## config.mk

```make
export PLATFORM = sky130hd
export DESIGN_NAME = updown_load_counter_flat
export DESIGN_NICKNAME = d
export VERILOG_FILES = /design/src/rtl/updown_load_counter_if.sv /design/src/rtl/updown_load_counter.sv /design/src/flat_wrapper.sv
export SDC_FILE = /design/constraint.sdc
export NUM_CORES = 1
export LEC_CHECK = 0
export CORE_MARGIN = 8
export CORE_UTILIZATION = 43
export DETAILED_ROUTE_END_ITERATION = 10
export DONT_BUFFER_PORTS = 1
export GPL_ROUTABILITY_DRIVEN = 0
export PLACE_DENSITY = 0.55
export SYNTH_ARGS = -nofsm -noshare
export SYNTH_HDL_FRONTEND = slang
export SYNTH_SLANG_ARGS = --single-unit
```

## constraint.sdc

```tcl
create_clock -name clk -period 3.77 [get_ports clk]
set_clock_uncertainty 0.05 [all_clocks]
set_input_delay 0.754 -clock clk [delete_from_list [all_inputs] [get_ports clk]]
set_output_delay 0.754 -clock clk [all_outputs]
set_load 0.01 [all_outputs]
```

## src/rtl/updown_load_counter_if.sv

```systemverilog
// -----------------------------------------------------------------------------
// updown_load_counter_if
//
// Purpose:
//   Bundles the load/count request signals and the counter status outputs that
//   pass between the stimulus driver and the updown_load_counter responder.
//
// Signals:
//   load      driver -> counter   1           take data_in as the new count
//   updown    driver -> counter   1           1 = count up, 0 = count down
//   data_in   driver -> counter   WIDTH       load value
//   data_out  counter -> driver   WIDTH       registered count value
//   armed     counter -> driver   1           first load accepted since reset
//   wrap_up   counter -> driver   1           one-cycle up-wrap / up-clamp pulse
//   wrap_dn   counter -> driver   1           one-cycle down-wrap / down-clamp pulse
//   wrap_cnt  counter -> driver   WRAP_CNT_W  wrap events since last load
//
// Modports:
//   master  the side that issues load/updown/data_in (testbench BFM)
//   slave   the counter itself
// -----------------------------------------------------------------------------
interface updown_load_counter_if #(
  parameter int WIDTH      = 8,
  parameter int WRAP_CNT_W = 4
);

  logic                  load;
  logic                  updown;
  logic [WIDTH-1:0]      data_in;
  logic [WIDTH-1:0]      data_out;
  logic                  armed;
  logic                  wrap_up;
  logic                  wrap_dn;
  logic [WRAP_CNT_W-1:0] wrap_cnt;

  modport master (
    output load,
    output updown,
    output data_in,
    input  data_out,
    input  armed,
    input  wrap_up,
    input  wrap_dn,
    input  wrap_cnt
  );

  modport slave (
    input  load,
    input  updown,
    input  data_in,
    output data_out,
    output armed,
    output wrap_up,
    output wrap_dn,
    output wrap_cnt
  );

endinterface

```

## src/rtl/updown_load_counter.sv

```systemverilog
// -----------------------------------------------------------------------------
// updown_load_counter
//
// Purpose:
//   Loadable up/down counter with an arm-on-first-load state machine
//   (IDLE -> RUN), one-cycle wrap pulses and a saturating wrap-event counter.
//   All outputs are registered; a load or count issued at posedge N is visible
//   right after posedge N.
//
// Ports:
//   clk     input   1   single clock, all state changes on posedge
//   resetn  input   1   synchronous reset, active-high (1 = reset)
//   bus     slave modport of updown_load_counter_if:
//             load, updown, data_in          (inputs)
//             data_out, armed, wrap_up,
//             wrap_dn, wrap_cnt              (outputs)
//
// Parameters:
//   WIDTH       count / data width
//   STEP        magnitude of each count step, 1 .. 2**WIDTH-1
//   WRAP_CNT_W  width of the wrap-event counter
//
// Build option:
//   SATURATE_EN  when defined, counting clamps at 2**WIDTH-1 / 0 instead of
//                wrapping modulo 2**WIDTH. The wrap pulses then mark each
//                cycle the clamp engages (including repeated attempts while
//                already at the limit) and wrap_cnt counts those events.
//                Ports are identical in both builds.
// -----------------------------------------------------------------------------
module updown_load_counter #(
  parameter int          WIDTH      = 8,
  parameter int unsigned STEP       = 1,
  parameter int          WRAP_CNT_W = 4
) (
  input  logic                 clk,
  input  logic                 resetn,
  updown_load_counter_if.slave bus
);

  // STEP widened by one bit so the carry/borrow lands in bit WIDTH.
  localparam logic [WIDTH:0] STEP_X = (WIDTH+1)'(STEP);

  typedef enum logic {
    IDLE = 1'b0,
    RUN  = 1'b1
  } state_t;

  // ---------------------------------------------------------------------------
  // Arithmetic helpers
  // ---------------------------------------------------------------------------

  // True when v+STEP does not fit in WIDTH bits.
  function automatic logic up_overflow(input logic [WIDTH-1:0] v);
    logic [WIDTH:0] s;
    s = {1'b0, v} + STEP_X;
    return s[WIDTH];
  endfunction

  // True when v-STEP would go below zero (v < STEP).
  function automatic logic dn_underflow(input logic [WIDTH-1:0] v);
    logic [WIDTH:0] d;
    d = {1'b0, v} - STEP_X;
    return d[WIDTH];
  endfunction

  // Next count for an up step: modulo wrap, or clamp at all-ones.
  function automatic logic [WIDTH-1:0] step_up(input logic [WIDTH-1:0] v);
    logic [WIDTH:0]   s;
    logic [WIDTH-1:0] r;
    s = {1'b0, v} + STEP_X;
`ifdef SATURATE_EN
    r = s[WIDTH] ? '1 : s[WIDTH-1:0];
`else
    r = s[WIDTH-1:0];
`endif
    return r;
  endfunction

  // Next count for a down step: modulo wrap, or clamp at zero.
  function automatic logic [WIDTH-1:0] step_dn(input logic [WIDTH-1:0] v);
    logic [WIDTH:0]   d;
    logic [WIDTH-1:0] r;
    d = {1'b0, v} - STEP_X;
`ifdef SATURATE_EN
    r = d[WIDTH] ? '0 : d[WIDTH-1:0];
`else
    r = d[WIDTH-1:0];
`endif
    return r;
  endfunction

  // Wrap-event counter increment that holds at all-ones.
  function automatic logic [WRAP_CNT_W-1:0] sat_inc(input logic [WRAP_CNT_W-1:0] c);
    logic [WRAP_CNT_W-1:0] r;
    r = (&c) ? c : c + WRAP_CNT_W'(1);
    return r;
  endfunction

  // ---------------------------------------------------------------------------
  // State
  // ---------------------------------------------------------------------------
  state_t                state_q;
  logic [WIDTH-1:0]      count_q;
  logic                  armed_q;
  logic                  wrap_up_q;
  logic                  wrap_dn_q;
  logic [WRAP_CNT_W-1:0] wrap_cnt_q;

  // Next-count and wrap decisions for a counting cycle in RUN; only used
  // when load=0, so updown (possibly X alongside a load) never reaches
  // count_q during a load.
  logic [WIDTH-1:0]      count_step_d;
  logic                  wrap_up_d;
  logic                  wrap_dn_d;

  always_comb begin
    count_step_d = count_q;
    wrap_up_d    = 1'b0;
    wrap_dn_d    = 1'b0;
    if (bus.updown) begin
      count_step_d = step_up(count_q);
      wrap_up_d    = up_overflow(count_q);
    end else begin
      count_step_d = step_dn(count_q);
      wrap_dn_d    = dn_underflow(count_q);
    end
  end

  // ---------------------------------------------------------------------------
  // FSM and registered outputs
  // ---------------------------------------------------------------------------
  always_ff @(posedge clk) begin
    if (resetn) begin
      state_q    <= IDLE;
      count_q    <= '0;
      armed_q    <= 1'b0;
      wrap_up_q  <= 1'b0;
      wrap_dn_q  <= 1'b0;
      wrap_cnt_q <= '0;
    end else begin
      // Pulses default low; only a counting cycle in RUN can raise them.
      wrap_up_q <= 1'b0;
      wrap_dn_q <= 1'b0;
      case (state_q)
        IDLE: begin
          if (bus.load) begin
            count_q    <= bus.data_in;
            wrap_cnt_q <= '0;
            armed_q    <= 1'b1;
            state_q    <= RUN;
          end
        end
        RUN: begin
          if (bus.load) begin
            // A load always wins, even when data_in equals the current count.
            count_q    <= bus.data_in;
            wrap_cnt_q <= '0;
          end else begin
            count_q   <= count_step_d;
            wrap_up_q <= wrap_up_d;
            wrap_dn_q <= wrap_dn_d;
            if (wrap_up_d || wrap_dn_d) begin
              wrap_cnt_q <= sat_inc(wrap_cnt_q);
            end
          end
        end
        default: begin
          state_q <= IDLE;
        end
      endcase
    end
  end

  assign bus.data_out = count_q;
  assign bus.armed    = armed_q;
  assign bus.wrap_up  = wrap_up_q;
  assign bus.wrap_dn  = wrap_dn_q;
  assign bus.wrap_cnt = wrap_cnt_q;

endmodule
```

## src/flat_wrapper.sv

```systemverilog
// flat-port wrapper written by rule: the top's interface ports become plain ports
module updown_load_counter_flat 
#(
  parameter int          WIDTH      = 8,
  parameter int unsigned STEP       = 1,
  parameter int          WRAP_CNT_W = 4
)
  (clk, resetn, bus_load, bus_updown, bus_data_in, bus_data_out, bus_armed, bus_wrap_up, bus_wrap_dn, bus_wrap_cnt);
  updown_load_counter_if #(.WIDTH(WIDTH), .WRAP_CNT_W(WRAP_CNT_W)) bus_i ();
  input  logic clk;
  input  logic resetn;
  input wire logic [$bits(bus_i.load)-1:0] bus_load;
  input wire logic [$bits(bus_i.updown)-1:0] bus_updown;
  input wire logic [$bits(bus_i.data_in)-1:0] bus_data_in;
  output wire logic [$bits(bus_i.data_out)-1:0] bus_data_out;
  output wire logic [$bits(bus_i.armed)-1:0] bus_armed;
  output wire logic [$bits(bus_i.wrap_up)-1:0] bus_wrap_up;
  output wire logic [$bits(bus_i.wrap_dn)-1:0] bus_wrap_dn;
  output wire logic [$bits(bus_i.wrap_cnt)-1:0] bus_wrap_cnt;
  assign bus_i.load = bus_load;
  assign bus_i.updown = bus_updown;
  assign bus_i.data_in = bus_data_in;
  assign bus_data_out = bus_i.data_out;
  assign bus_armed = bus_i.armed;
  assign bus_wrap_up = bus_i.wrap_up;
  assign bus_wrap_dn = bus_i.wrap_dn;
  assign bus_wrap_cnt = bus_i.wrap_cnt;
  updown_load_counter #(.WIDTH(WIDTH), .STEP(STEP), .WRAP_CNT_W(WRAP_CNT_W)) u_core (.clk(clk), .resetn(resetn), .bus(bus_i));
endmodule
```

==> run metrics <==
outcome finished clean; final core utilization 0.460; max_cap viols 0; Yosys cell types 39; Synth Cell Area 980 sq um; global-route wire length before repair 4340 um; Routed WL per cell 17.2 um; worst hold start resetn; Hold Crit Depth 1; slew margin rel. 0.654; Reg2Reg Depth 6; Final Setup Violations 0; final number of hold-violating endpoints 0; largest net degree at the start of global routing 17; Pre-Repair DR Iteration Count 4; Worst Setup Start Kind register; reg2reg end u_core.bus.wrap_cnt[0]$_SDFFE_PP0P_; Clock Sinks 16; CTS Root Cell clkbuf_4; commonest non-fill, non-tap cell in the layout dfxtp_1; Clk pwr share 0.262; hold_buf cts 0; estimated wirelength of the detail-placed design 1810 um; Port Buffer Count 0; main combinational cell family by area after synthesis simple AND/OR/NAND/NOR gates; CTS tree yes; clk_lat worst skew 280 ps; WL final 2430 um; mux cell area share after synthesis 0.0524; Max clock buf depth 2; total grt overflow 0; Initial Utilization 0.447; Die Y 63.7 um; Iteration-0 DRC Markers 34; Post-synth EDFFs 0; RSZ-0062 raised after global routing false; Rows 17; synthesis-to-layout area growth 2.81%; number of register bits inferred by synthesis 16; fillers 230; synthesized net count 131; TNS Setup 0 ps; CTS Buf Count 3; worst ir drop on vdd 0.166 mV; pre-CTS setup slack 1430 ps; FF-to-FF setup slack 1560 ps; n_diodes 0; Critical Path Fanout Max 5; Psw 101 uW; Hold Path Sink u_core.bus.armed$_SDFFE_PP0P_; vias in the first global route 861; WHS 481 ps; minimum clock period 2210 ps; commonest cells after routing, fill and taps aside dfxtp_1, nor2_1, inv_1, nand2_1, xor2_1; post-CTS setup buffers 0; final clock period utilization by the worst path 0.586; post-synthesis cell count 116; IO Count 27; Resized Gates After CTS 0; hold crit path type in -> reg; R2R Path Start u_core.bus.data_out[1]$_SDFFE_PP0P_; fmax 0.453 GHz; xor-xnor portion of the synthesized cell area 0.0626; Via Count 850; nets@finish 130; Seq pwr share 0.589; CP arrival 2340 ps; Leakage 0.000381 uW; post-route setup slack 1560 ps; H-tree levels 1; Post-synth top flop dfxtp_1; share of layout cells above drive strength 1 0.0619; Seq/Total Area, Yosys 0.327; Worst Tran Pin Value 518 ps; Synth Area in Compound Gates 0.193; Tot GR Track Use 0.129; core area 2190 sq um; Synth async-reset ratio 0; Synth Area in Adders 0.0383; drt via density 6.03; Int Pwr 241 uW; Gate power share 0.149; DRC errors left 0; Synthesis Warnings 0; Final Max Slew Viols 0; remaining antenna violation count 0; die area 4060 sq um; pwr/cell area 339 nW/um^2; mean post-synth cell area 8.45 sq um; sw frac 0.295; Die X 63.7 um; CTS clk-pin slew, worst paths 90 ps; initial antenna violation count 0; simple-gate area share of the yosys netlist 0.273; CP required 3900 ps; critical path endpoint category register; kind of critical path reg -> reg
-- cells in the mapped netlist, drive strengths merged, types with 2 or more instances --
| library cell | n | share of area |
|---|---|---|
| a32oi | 3 | 0.027 |
| xor2 | 6 | 0.054 |
| and3 | 3 | 0.019 |
| mux2i | 4 | 0.041 |
| o21ai | 3 | 0.015 |
| nor2 | 14 | 0.054 |
| nand2 | 6 | 0.023 |
| or3 | 2 | 0.018 |
| dfxtp | 16 | 0.33 |
| ha | 3 | 0.038 |
| and4 | 3 | 0.027 |
| a21oi | 4 | 0.020 |
| inv | 6 | 0.023 |
| nand4 | 2 | 0.013 |
| nand3 | 4 | 0.020 |
| a31oi | 2 | 0.013 |
| nor3 | 5 | 0.026 |
| a211oi | 5 | 0.038 |
| nor2b | 2 | 0.013 |
| clkbuf | 5 | 0.019 |
-- area by class of cell --
cell class / instances / area, sq um / share of cell area
flip-flops and latches: 16 / 320 / 0.318
well taps: 28 / 35.0 / 0.0348
clock buffers: 3 / 22.5 / 0.0224
multi-input cells: 88 / 607 / 0.602
inverters: 6 / 22.5 / 0.0224
-- metrics by stage --
step	instance area, sq um	total power (uW)	instances
2_1_floorplan	980	248	116
3_3_place_gp	985	254	138
5_1_grt	1010	364	141
3_5_place_dp	985	256	138
6_report	1010	341	141
4_1_cts	1010	349	141
-- sequential cells by signal, summed over array words and instances (netlist names) --
name	count
u_core.bus.wrap_up	1
u_core.bus.wrap_cnt	4
u_core.bus.wrap_dn	1
u_core.bus.armed	1
u_core.state_q	1
u_core.bus.data_out	8
-- power groups by stage --
stage	Combinational, uW	Sequential [uW]	Clock [uW]
after floorplan	51.7	197	0
after global placement	49.4	205	0
after detailed placement	50.8	205	0
after CTS	51.2	201	96.4
after global routing	58.4	204	102
final	50.9	201	89.5
-- worst max path at each step --
stage / slack (ps) / depth (start not counted) / end / from
2_1_floorplan: 1390 / 5 / u_core.bus.wrap_cnt[0]$_SDFFE_PP0P_ / bus_updown
3_3_place_gp: 1470 / 4 / u_core.bus.wrap_cnt[0]$_SDFFE_PP0P_ / bus_updown
3_5_place_dp: 1430 / 4 / u_core.bus.wrap_cnt[0]$_SDFFE_PP0P_ / bus_updown
4_1_cts: 1550 / 6 / u_core.bus.wrap_cnt[0]$_SDFFE_PP0P_ / u_core.bus.data_out[1]$_SDFFE_PP0P_
5_1_grt: 1460 / 6 / u_core.bus.wrap_cnt[0]$_SDFFE_PP0P_ / u_core.bus.data_out[0]$_SDFFE_PP0P_
6_report: 1560 / 6 / u_core.bus.wrap_cnt[0]$_SDFFE_PP0P_ / u_core.bus.data_out[1]$_SDFFE_PP0P_
-- critical path, stage by stage, from the launching register on --
cell       delay (ps)
dfxtp_1           390
inv_1             100
ha_1              180
or4b_1            470
or3_4             430
a2bb2oi_4         160
mux2_1            330
-- routing by layer --
layer / routed length [um] / GRT usage
met1: 1170 / 0.159
met2: 1070 / 0.194
met3: 169 / 0.0453
met4: 14 / 0.0669
met5: 0 / 0
-- cells by family (layout without fill, tap and decap cells) --
group | Yosys count | in the layout
AND/OR/NAND/NOR | 49 | 49
AO/OA/AOI/OAI | 24 | 24
flip-flops | 16 | 16
buffers and inverters | 12 | 9
XOR/XNOR | 7 | 7
multiplexers | 5 | 5
adder cells (fa/ha/maj) | 3 | 3
Power figures use the tool's default switching activity.
